## config.mk

```make
export PLATFORM = sky130hd
export DESIGN_NAME = router_packet_reader
export DESIGN_NICKNAME = d
export VERILOG_FILES = /design/src/rtl/router_packet_reader.sv
export SDC_FILE = /design/constraint.sdc
export NUM_CORES = 1
export LEC_CHECK = 0
export BUFFER_PORTS_ARGS = -buffer_cell sky130_fd_sc_hd__buf_2
export CORE_MARGIN = 5
export CORE_UTILIZATION = 53
export CTS_CLUSTER_SIZE = 10
export DETAILED_ROUTE_END_ITERATION = 10
export PLACE_DENSITY = 0.75
export SYNTH_ARGS = -nofsm -noshare
export SYNTH_HDL_FRONTEND = slang
export SYNTH_SLANG_ARGS = --single-unit
```

## constraint.sdc

```tcl
create_clock -name clk -period 3.3 [get_ports clk]
set_input_delay 0.66 -clock clk [delete_from_list [all_inputs] [get_ports clk]]
set_output_delay 0.66 -clock clk [all_outputs]
set_load 0.03 [all_outputs]
```

## src/rtl/router_packet_reader.sv

```systemverilog
// Destination-side reader for one router output port: pulls header, payload and parity
// out of the port FIFO, streams the payload and reports parity status. Define
// ROUTER_READER_STATS_EN to add saturating good/bad/abort packet counters.
module router_packet_reader #(
  parameter int DATA_WIDTH  = 8,
  parameter int START_DELAY = 3
) (
  input  logic                  clk,
  input  logic                  resetn,
  input  logic                  vld_out,
  input  logic                  soft_reset,
  input  logic [DATA_WIDTH-1:0] data_out,
  output logic                  read_enb,
  output logic [DATA_WIDTH-1:0] rx_data,
  output logic                  rx_valid,
  output logic                  rx_sop,
  output logic                  rx_eop,
  output logic [1:0]            pkt_addr,
  output logic [5:0]            pkt_len,
  output logic                  pkt_done,
  output logic                  pkt_err,
  output logic                  pkt_abort,
  output logic                  busy
`ifdef ROUTER_READER_STATS_EN
  ,
  output logic [15:0]           good_cnt,
  output logic [15:0]           bad_cnt,
  output logic [15:0]           abort_cnt
`endif
);

  typedef enum logic [1:0] {
    S_IDLE = 2'd0,
    S_WAIT = 2'd1,
    S_READ = 2'd2,
    S_DONE = 2'd3
  } state_e;

  localparam logic [4:0] DLY_LOAD = (START_DELAY > 0) ? 5'(START_DELAY - 1) : 5'd0;

  function automatic logic [DATA_WIDTH-1:0] parity_fold(
    input logic [DATA_WIDTH-1:0] acc,
    input logic [DATA_WIDTH-1:0] dat
  );
    return acc ^ dat;
  endfunction

  state_e                state_r, state_nxt_s;
  logic [4:0]            dly_cnt_r, dly_cnt_nxt_s;
  logic [6:0]            issue_left_r, issue_left_nxt_s;
  logic [6:0]            rcv_idx_r, rcv_idx_nxt_s;
  logic                  pending_r;
  logic [DATA_WIDTH-1:0] parity_acc_r, parity_acc_nxt_s;
  logic [1:0]            pkt_addr_r, pkt_addr_nxt_s;
  logic [5:0]            pkt_len_r, pkt_len_nxt_s;
  logic [DATA_WIDTH-1:0] rx_data_r, rx_data_nxt_s;
  logic                  rx_valid_r, rx_valid_nxt_s;
  logic                  rx_sop_r, rx_sop_nxt_s;
  logic                  rx_eop_r, rx_eop_nxt_s;
  logic                  pkt_done_r, pkt_done_nxt_s;
  logic                  pkt_err_r, pkt_err_nxt_s;
  logic                  pkt_abort_r, pkt_abort_nxt_s;
  logic                  busy_r;

  logic                  abort_s;
  logic                  hdr_cap_s;
  logic                  pay_cap_s;
  logic                  par_cap_s;
  logic [6:0]            len_ext_s;
  logic [6:0]            hdr_len_add_s;

  assign abort_s       = soft_reset && (state_r != S_IDLE);
  assign len_ext_s     = {1'b0, pkt_len_r};
  // A capture is the byte belonging to last cycle's read; rcv_idx says which byte it is.
  assign hdr_cap_s     = (state_r == S_READ) && pending_r && (rcv_idx_r == 7'd0);
  assign pay_cap_s     = (state_r == S_READ) && pending_r && (rcv_idx_r != 7'd0) &&
                         (rcv_idx_r <= len_ext_s);
  assign par_cap_s     = (state_r == S_READ) && pending_r && (rcv_idx_r == (len_ext_s + 7'd1));
  assign hdr_len_add_s = hdr_cap_s ? {1'b0, data_out[7:2]} : 7'd0;

  assign read_enb = (state_r == S_READ) && vld_out && (issue_left_r != 7'd0) && !soft_reset;

  // FSM state register.
  always_ff @(posedge clk or negedge resetn) begin
    if (!resetn) begin
      state_r <= S_IDLE;
    end else begin
      state_r <= state_nxt_s;
    end
  end

  // FSM next-state decode; an abort overrides every other transition.
  always_comb begin
    state_nxt_s = state_r;
    if (abort_s) begin
      state_nxt_s = S_IDLE;
    end else begin
      case (state_r)
        S_IDLE: begin
          if (vld_out) begin
            state_nxt_s = (START_DELAY == 0) ? S_READ : S_WAIT;
          end else begin
            state_nxt_s = S_IDLE;
          end
        end
        S_WAIT: begin
          if (!vld_out) begin
            state_nxt_s = S_IDLE;
          end else if (dly_cnt_r <= 5'd1) begin
            state_nxt_s = S_READ;
          end else begin
            state_nxt_s = S_WAIT;
          end
        end
        S_READ: begin
          if (par_cap_s) begin
            state_nxt_s = S_DONE;
          end else begin
            state_nxt_s = S_READ;
          end
        end
        S_DONE:  state_nxt_s = S_IDLE;
        default: state_nxt_s = S_IDLE;
      endcase
    end
  end

  // Next values of counters, packet fields and registered outputs.
  always_comb begin
    dly_cnt_nxt_s    = dly_cnt_r;
    issue_left_nxt_s = issue_left_r;
    rcv_idx_nxt_s    = rcv_idx_r;
    parity_acc_nxt_s = parity_acc_r;
    pkt_addr_nxt_s   = pkt_addr_r;
    pkt_len_nxt_s    = pkt_len_r;
    rx_data_nxt_s    = {DATA_WIDTH{1'b0}};
    rx_valid_nxt_s   = 1'b0;
    rx_sop_nxt_s     = 1'b0;
    rx_eop_nxt_s     = 1'b0;
    pkt_done_nxt_s   = 1'b0;
    pkt_err_nxt_s    = 1'b0;
    pkt_abort_nxt_s  = 1'b0;
    if (abort_s) begin
      dly_cnt_nxt_s    = 5'd0;
      issue_left_nxt_s = 7'd0;
      rcv_idx_nxt_s    = 7'd0;
      parity_acc_nxt_s = {DATA_WIDTH{1'b0}};
      pkt_abort_nxt_s  = 1'b1;
    end else begin
      case (state_r)
        S_IDLE: begin
          // Header and parity are always present, so READ starts with two reads owed.
          if (vld_out) begin
            dly_cnt_nxt_s    = DLY_LOAD;
            issue_left_nxt_s = 7'd2;
            rcv_idx_nxt_s    = 7'd0;
          end else begin
            dly_cnt_nxt_s    = 5'd0;
          end
        end
        S_WAIT: begin
          issue_left_nxt_s = 7'd2;
          rcv_idx_nxt_s    = 7'd0;
          if (dly_cnt_r != 5'd0) begin
            dly_cnt_nxt_s = dly_cnt_r - 5'd1;
          end else begin
            dly_cnt_nxt_s = 5'd0;
          end
        end
        S_READ: begin
          issue_left_nxt_s = issue_left_r - {6'd0, read_enb} + hdr_len_add_s;
          if (pending_r) begin
            rcv_idx_nxt_s = rcv_idx_r + 7'd1;
          end else begin
            rcv_idx_nxt_s = rcv_idx_r;
          end
          if (hdr_cap_s) begin
            pkt_addr_nxt_s   = data_out[1:0];
            pkt_len_nxt_s    = data_out[7:2];
            parity_acc_nxt_s = data_out;
          end else if (pay_cap_s) begin
            rx_valid_nxt_s   = 1'b1;
            rx_data_nxt_s    = data_out;
            rx_sop_nxt_s     = (rcv_idx_r == 7'd1);
            rx_eop_nxt_s     = (rcv_idx_r == len_ext_s);
            parity_acc_nxt_s = parity_fold(parity_acc_r, data_out);
          end else if (par_cap_s) begin
            pkt_done_nxt_s   = 1'b1;
            pkt_err_nxt_s    = (parity_fold(parity_acc_r, data_out) != {DATA_WIDTH{1'b0}});
          end else begin
            parity_acc_nxt_s = parity_acc_r;
          end
        end
        S_DONE: begin
          dly_cnt_nxt_s = 5'd0;
        end
        default: begin
          dly_cnt_nxt_s = 5'd0;
        end
      endcase
    end
  end

  // Datapath registers and registered outputs.
  always_ff @(posedge clk or negedge resetn) begin
    if (!resetn) begin
      dly_cnt_r    <= 5'd0;
      issue_left_r <= 7'd0;
      rcv_idx_r    <= 7'd0;
      pending_r    <= 1'b0;
      parity_acc_r <= {DATA_WIDTH{1'b0}};
      pkt_addr_r   <= 2'd0;
      pkt_len_r    <= 6'd0;
      rx_data_r    <= {DATA_WIDTH{1'b0}};
      rx_valid_r   <= 1'b0;
      rx_sop_r     <= 1'b0;
      rx_eop_r     <= 1'b0;
      pkt_done_r   <= 1'b0;
      pkt_err_r    <= 1'b0;
      pkt_abort_r  <= 1'b0;
      busy_r       <= 1'b0;
    end else begin
      dly_cnt_r    <= dly_cnt_nxt_s;
      issue_left_r <= issue_left_nxt_s;
      rcv_idx_r    <= rcv_idx_nxt_s;
      pending_r    <= read_enb;
      parity_acc_r <= parity_acc_nxt_s;
      pkt_addr_r   <= pkt_addr_nxt_s;
      pkt_len_r    <= pkt_len_nxt_s;
      rx_data_r    <= rx_data_nxt_s;
      rx_valid_r   <= rx_valid_nxt_s;
      rx_sop_r     <= rx_sop_nxt_s;
      rx_eop_r     <= rx_eop_nxt_s;
      pkt_done_r   <= pkt_done_nxt_s;
      pkt_err_r    <= pkt_err_nxt_s;
      pkt_abort_r  <= pkt_abort_nxt_s;
      busy_r       <= (state_nxt_s != S_IDLE);
    end
  end

  assign rx_data   = rx_data_r;
  assign rx_valid  = rx_valid_r;
  assign rx_sop    = rx_sop_r;
  assign rx_eop    = rx_eop_r;
  assign pkt_addr  = pkt_addr_r;
  assign pkt_len   = pkt_len_r;
  assign pkt_done  = pkt_done_r;
  assign pkt_err   = pkt_err_r;
  assign pkt_abort = pkt_abort_r;
  assign busy      = busy_r;

`ifdef ROUTER_READER_STATS_EN
  logic [15:0] good_cnt_r, bad_cnt_r, abort_cnt_r;

  function automatic logic [15:0] sat_inc(input logic [15:0] val, input logic en);
    if (en && (val != 16'hFFFF)) begin
      return val + 16'd1;
    end else begin
      return val;
    end
  endfunction

  // Saturating per-outcome packet counters, driven by the registered status pulses.
  always_ff @(posedge clk or negedge resetn) begin
    if (!resetn) begin
      good_cnt_r  <= 16'd0;
      bad_cnt_r   <= 16'd0;
      abort_cnt_r <= 16'd0;
    end else begin
      good_cnt_r  <= sat_inc(good_cnt_r, pkt_done_r && !pkt_err_r);
      bad_cnt_r   <= sat_inc(bad_cnt_r, pkt_done_r && pkt_err_r);
      abort_cnt_r <= sat_inc(abort_cnt_r, pkt_abort_r);
    end
  end

  assign good_cnt  = good_cnt_r;
  assign bad_cnt   = bad_cnt_r;
  assign abort_cnt = abort_cnt_r;
`endif

endmodule

```

==> run summary <==
The flow ran to the end, and the final reports show no timing, DRC or antenna violations. The pre-CTS setup slack came out at 0.1120 ns. The number of hold-slack violations in the final timing report came to 0. The maximum number of pins on one net before global-route repair came out at 42. The final clock skew is 0.007910 ns. The netlist uses 49 different library cells.

The critical-path maximum fanout is 6. The library cell with the largest summed area after synthesis is sky130_fd_sc_hd__dfrtp_1. The number of hold buffers added after CTS came out at 0. Setup slack closes at 0.2116 ns. The post-synthesis area per instance is 9.395 sq um.

For this configuration, the core starts out at a cell density of 0.5489. The worst pin sits at a relative slew slack of 0.4021. The cell sitting at the root of the clock tree is a sky130_fd_sc_hd__clkbuf_8. The startpoint of the most critical register-to-register path is rcv_idx_r[0]. Of the available clock period, the critical path in the final layout requires 0.9359. The growth of design area from synthesis to finish came out at 13.81%. The H-tree generated during clock tree synthesis spans 2 levels. The source-to-sink clock delay at the later pin of the worst-skew pair is 0.31 ns.

The min-delay analysis places its worst path in the category in2async. The cell count after synthesis came out at 350. The finished cells cover 0.003742 sq mm. For this run, the number of Yosys warnings is 0. In this run the deepest clock path goes through 2 buffers. The worst slack on hold paths is 0.4596 ns. The power per unit of standard cell area came out at 585.7 mW/mm^2.

The kind of critical path is reg2reg. In the global route stage, overall resource usage came out at 0.2034. The leftover overflow at the end of global routing is 0. The post-placement cell count came out at 467. The horizontal die dimension came out at 88.77 um.

For this run, the register share of the synthesized area comes to 0.4033. In the post-synthesis netlist, the biggest area contributors are sky130_fd_sc_hd__dfrtp_1 40%, sky130_fd_sc_hd__ha_1 11%, sky130_fd_sc_hd__o21ai_0 5.9%. In this run the register-to-register setup slack is 0.21 ns. TritonCTS built the clock tree. Setup violations remaining at the end of the flow were counted as 0. The setup TNS is 0 ns. The initial antenna violation count is 0.

The highest attainable clock frequency is 323.8 MHz. STA classifies the critical path startpoint as a flop. The detail route stage leaves a number of antenna-violating nets equal to 0. Measured in cells, the most critical reg-to-reg path has a length of 15. The detailed-router iteration count before antenna repair is 4. The cell with the biggest individual delay on the critical path is sky130_fd_sc_hd__fa_1. The number of vias per cell after detailed routing came out at 5.655. The leakage power is 0.001813 uW. The boundary pin count came out at 36.

The layout net count is 441. Detailed placement ended at an HPWL of 5.416 mm. The most used flip-flop cell after synthesis is sky130_fd_sc_hd__dfrtp_1. The number of enable-type register cells in the synthesized netlist came out at 0. The stage delay of the slowest cell on the critical path came out at 0.45 ns.

The total DRC errors in the routed layout came out at 0. In this run the tool buffered the top-level ports with 35 buffer cells. The total of flip-flops plus latches after synthesis came out at 53. The floorplan die height came out at 88.77 um. The final non-filler cell total came out at 476. The floorplan step defined a core boundary enclosing 0.005991 sq mm. The shortest clock period the worst path allows after layout came out at 3.088 ns. The async set-reset flop share out of synthesis is 1.000. The repair_antennas step left the layout with diodes totalling 0. The detailed-route wire length per cell is 15.16 um. The number of clock buffers added by TritonCTS is 5. The via count is 2692.

The sink count of the clock tree came out at 53. The worst setup path is captured at a flop. After clock tree synthesis, the clock-pin slew on the worst setup and hold paths is 0.10 ns. Once placement finished, the instance area stood at 0.003627 sq mm.

The critical path goes through inv_1 > ha_1 > and3_1 > nor2b_2 > buf_4 > nand2_1 > ha_1 > inv_1 > fa_1 > a21o_1 > a21oi_2 > o211ai_1 > xor2_1 > o21bai_1 > a22o_1. The number of nets handed over by synthesis was 391. The via count of the first global-routing pass came out at 2638.

The worst path arrival time came out at 3.29 ns. The data required time of the critical path is 3.51 ns. Of the cells placed in the final design, the portion with a size suffix greater than 1 is 0.1870. Setup repair after global routing left no endpoint under its margin. Max-cap violations in this run came to 0. The count of final max-slew check failures came out at 0.

After detailed routing, the total wire length is 7.216 mm. The endpoint of the most critical register-to-register path is issue_left_r[6]. The final RePlAce weighted congestion came out at 0.8426. The number of filler cells placed in the layout came out at 527. The wire length of the first global-routing pass came out at 12.46 mm.

The total standard cell area after synthesis came out at 0.003288 sq mm. The initial detailed-routing violation count came out at 200. The fraction of synthesized cell area taken by the top area cell type is 0.4033. The worst ir drop on vdd came out at 0.3853 mV. At the pin with the least slew margin, the transition time is 0.8969 ns. The die covers 0.007879 sq mm. The floorplan has 28 rows.
[critical path: cells and delay by family (launching register included)]
kind,cells,cell delay (ns)
and+or+nand+nor,3,0.39
buffers and inverters,3,0.32
adders and majority gates,3,0.86
xor gates and xnor gates,1,0.21
DFF,1,0.44
AOI/OAI and AO/OA,5,0.76
[what timing repair did]
action,4_1_cts,5_1_grt
gates resized for setup,0,4
buffers inserted,0,1
setup endpoints to repair,0,1
[cell usage after synthesis (all sizes together), types with 3 or more instances]
cell	number
a211oi	11
a21o	3
a21oi	13
a22o	6
a311o	8
and2	11
and3	14
buf	4
clkbuf	4
dfrtp	53
ha	28
inv	32
mux2	3
nand2	32
nand3	13
nor2	14
nor3	7
nor4	5
o21ai	39
o21bai	3
xnor2	6
xor2	15
[metal layers]
layer / up-vias / track usage / wire length [um]
met2: 71 / 0.3300 / 3369
li1: 1334 / - / -
met5: - / 0 / 0
met1: 1280 / 0.2824 / 3382
met3: 7 / 0.03445 / 391
met4: 0 / 0.05220 / 73
[cell families (layout without fill, tap and decap cells)]
group	Yosys count	count (layout)	synth area share
compound gates	94	94	0.1861
xor+xnor	21	21	0.05594
mux	5	5	0.01636
flops	53	53	0.4033
simple gates	108	108	0.1747
fa+ha+maj	29	29	0.1126
buf+inv	40	91	0.05099
[final cells by class]
cell class | count | area (sq um) | share of cell area
clock buffers | 5 | 68.82 | 0.01839
flip-flops and latches | 53 | 1326 | 0.3544
repair buffers | 51 | 295.3 | 0.07890
clock inverters | 3 | 25.02 | 0.006687
multi-input cells | 257 | 1813 | 0.4845
inverters | 32 | 120.1 | 0.03210
well taps | 75 | 93.84 | 0.02508
[registers in the layout, summed over array words and instances (netlist names)]
signal and flops:
pkt_done 1, dly_cnt_r 5, issue_left_r 7, pkt_addr 2, state_r 2, pkt_abort 1, pkt_len 6, rx_data 8
busy 1, rx_valid 1, rx_eop 1, rcv_idx_r 7, rx_sop 1, pending_r 1, pkt_err 1, parity_acc_r 8
[worst max path at each step]
stage               slack (ns)         start  depth (start not counted)               to
floorplan                 0.02  rcv_idx_r[3]                         14  issue_left_r[6]
global placement          0.24  rcv_idx_r[6]                         14  issue_left_r[6]
detailed placement        0.11  rcv_idx_r[6]                         14  issue_left_r[6]
CTS                       0.08  rcv_idx_r[6]                         14  issue_left_r[6]
global route              0.02  rcv_idx_r[6]                         14  issue_left_r[6]
finish                    0.21  rcv_idx_r[0]                         15  issue_left_r[6]
[cell usage in the layout (no fill, tap or decap), types with 3 or more instances in the layout]
cell and instances:
sky130_fd_sc_hd__ha_1 28, sky130_fd_sc_hd__xor2_1 15, sky130_fd_sc_hd__inv_1 32, sky130_fd_sc_hd__o21bai_1 3, sky130_fd_sc_hd__a22o_1 6, sky130_fd_sc_hd__clkbuf_8 5
sky130_fd_sc_hd__buf_2 35, sky130_fd_sc_hd__nor3_1 6, sky130_fd_sc_hd__nand2_1 31, sky130_fd_sc_hd__nor2_1 13, sky130_fd_sc_hd__buf_4 16, sky130_fd_sc_hd__mux2_2 3
sky130_fd_sc_hd__a211oi_1 9, sky130_fd_sc_hd__and2_1 11, sky130_fd_sc_hd__a21oi_1 12, sky130_fd_sc_hd__xnor2_1 6, sky130_fd_sc_hd__a311o_1 8, sky130_fd_sc_hd__a21o_1 3
sky130_fd_sc_hd__nand3_1 12, sky130_fd_sc_hd__nor4_1 3, sky130_fd_sc_hd__o21ai_0 39, sky130_fd_sc_hd__and3_1 12, sky130_fd_sc_hd__dfrtp_1 53
[through the flow]
step                        util  power, uW
after detailed placement  0.6055       1804
after global routing      0.6247       2378
final                     0.6247       2192
after global placement    0.6055       1770
after floorplan                -       1549
after CTS                 0.6211       2200
[power breakdown]
| group | switching (uW) | internal, uW |
|---|---|---|
| registers | 81.4 | 739 |
| clock network | 236 | 154 |
| logic | 573 | 409 |
No activity file was read; power rests on OpenSTA's default activity.
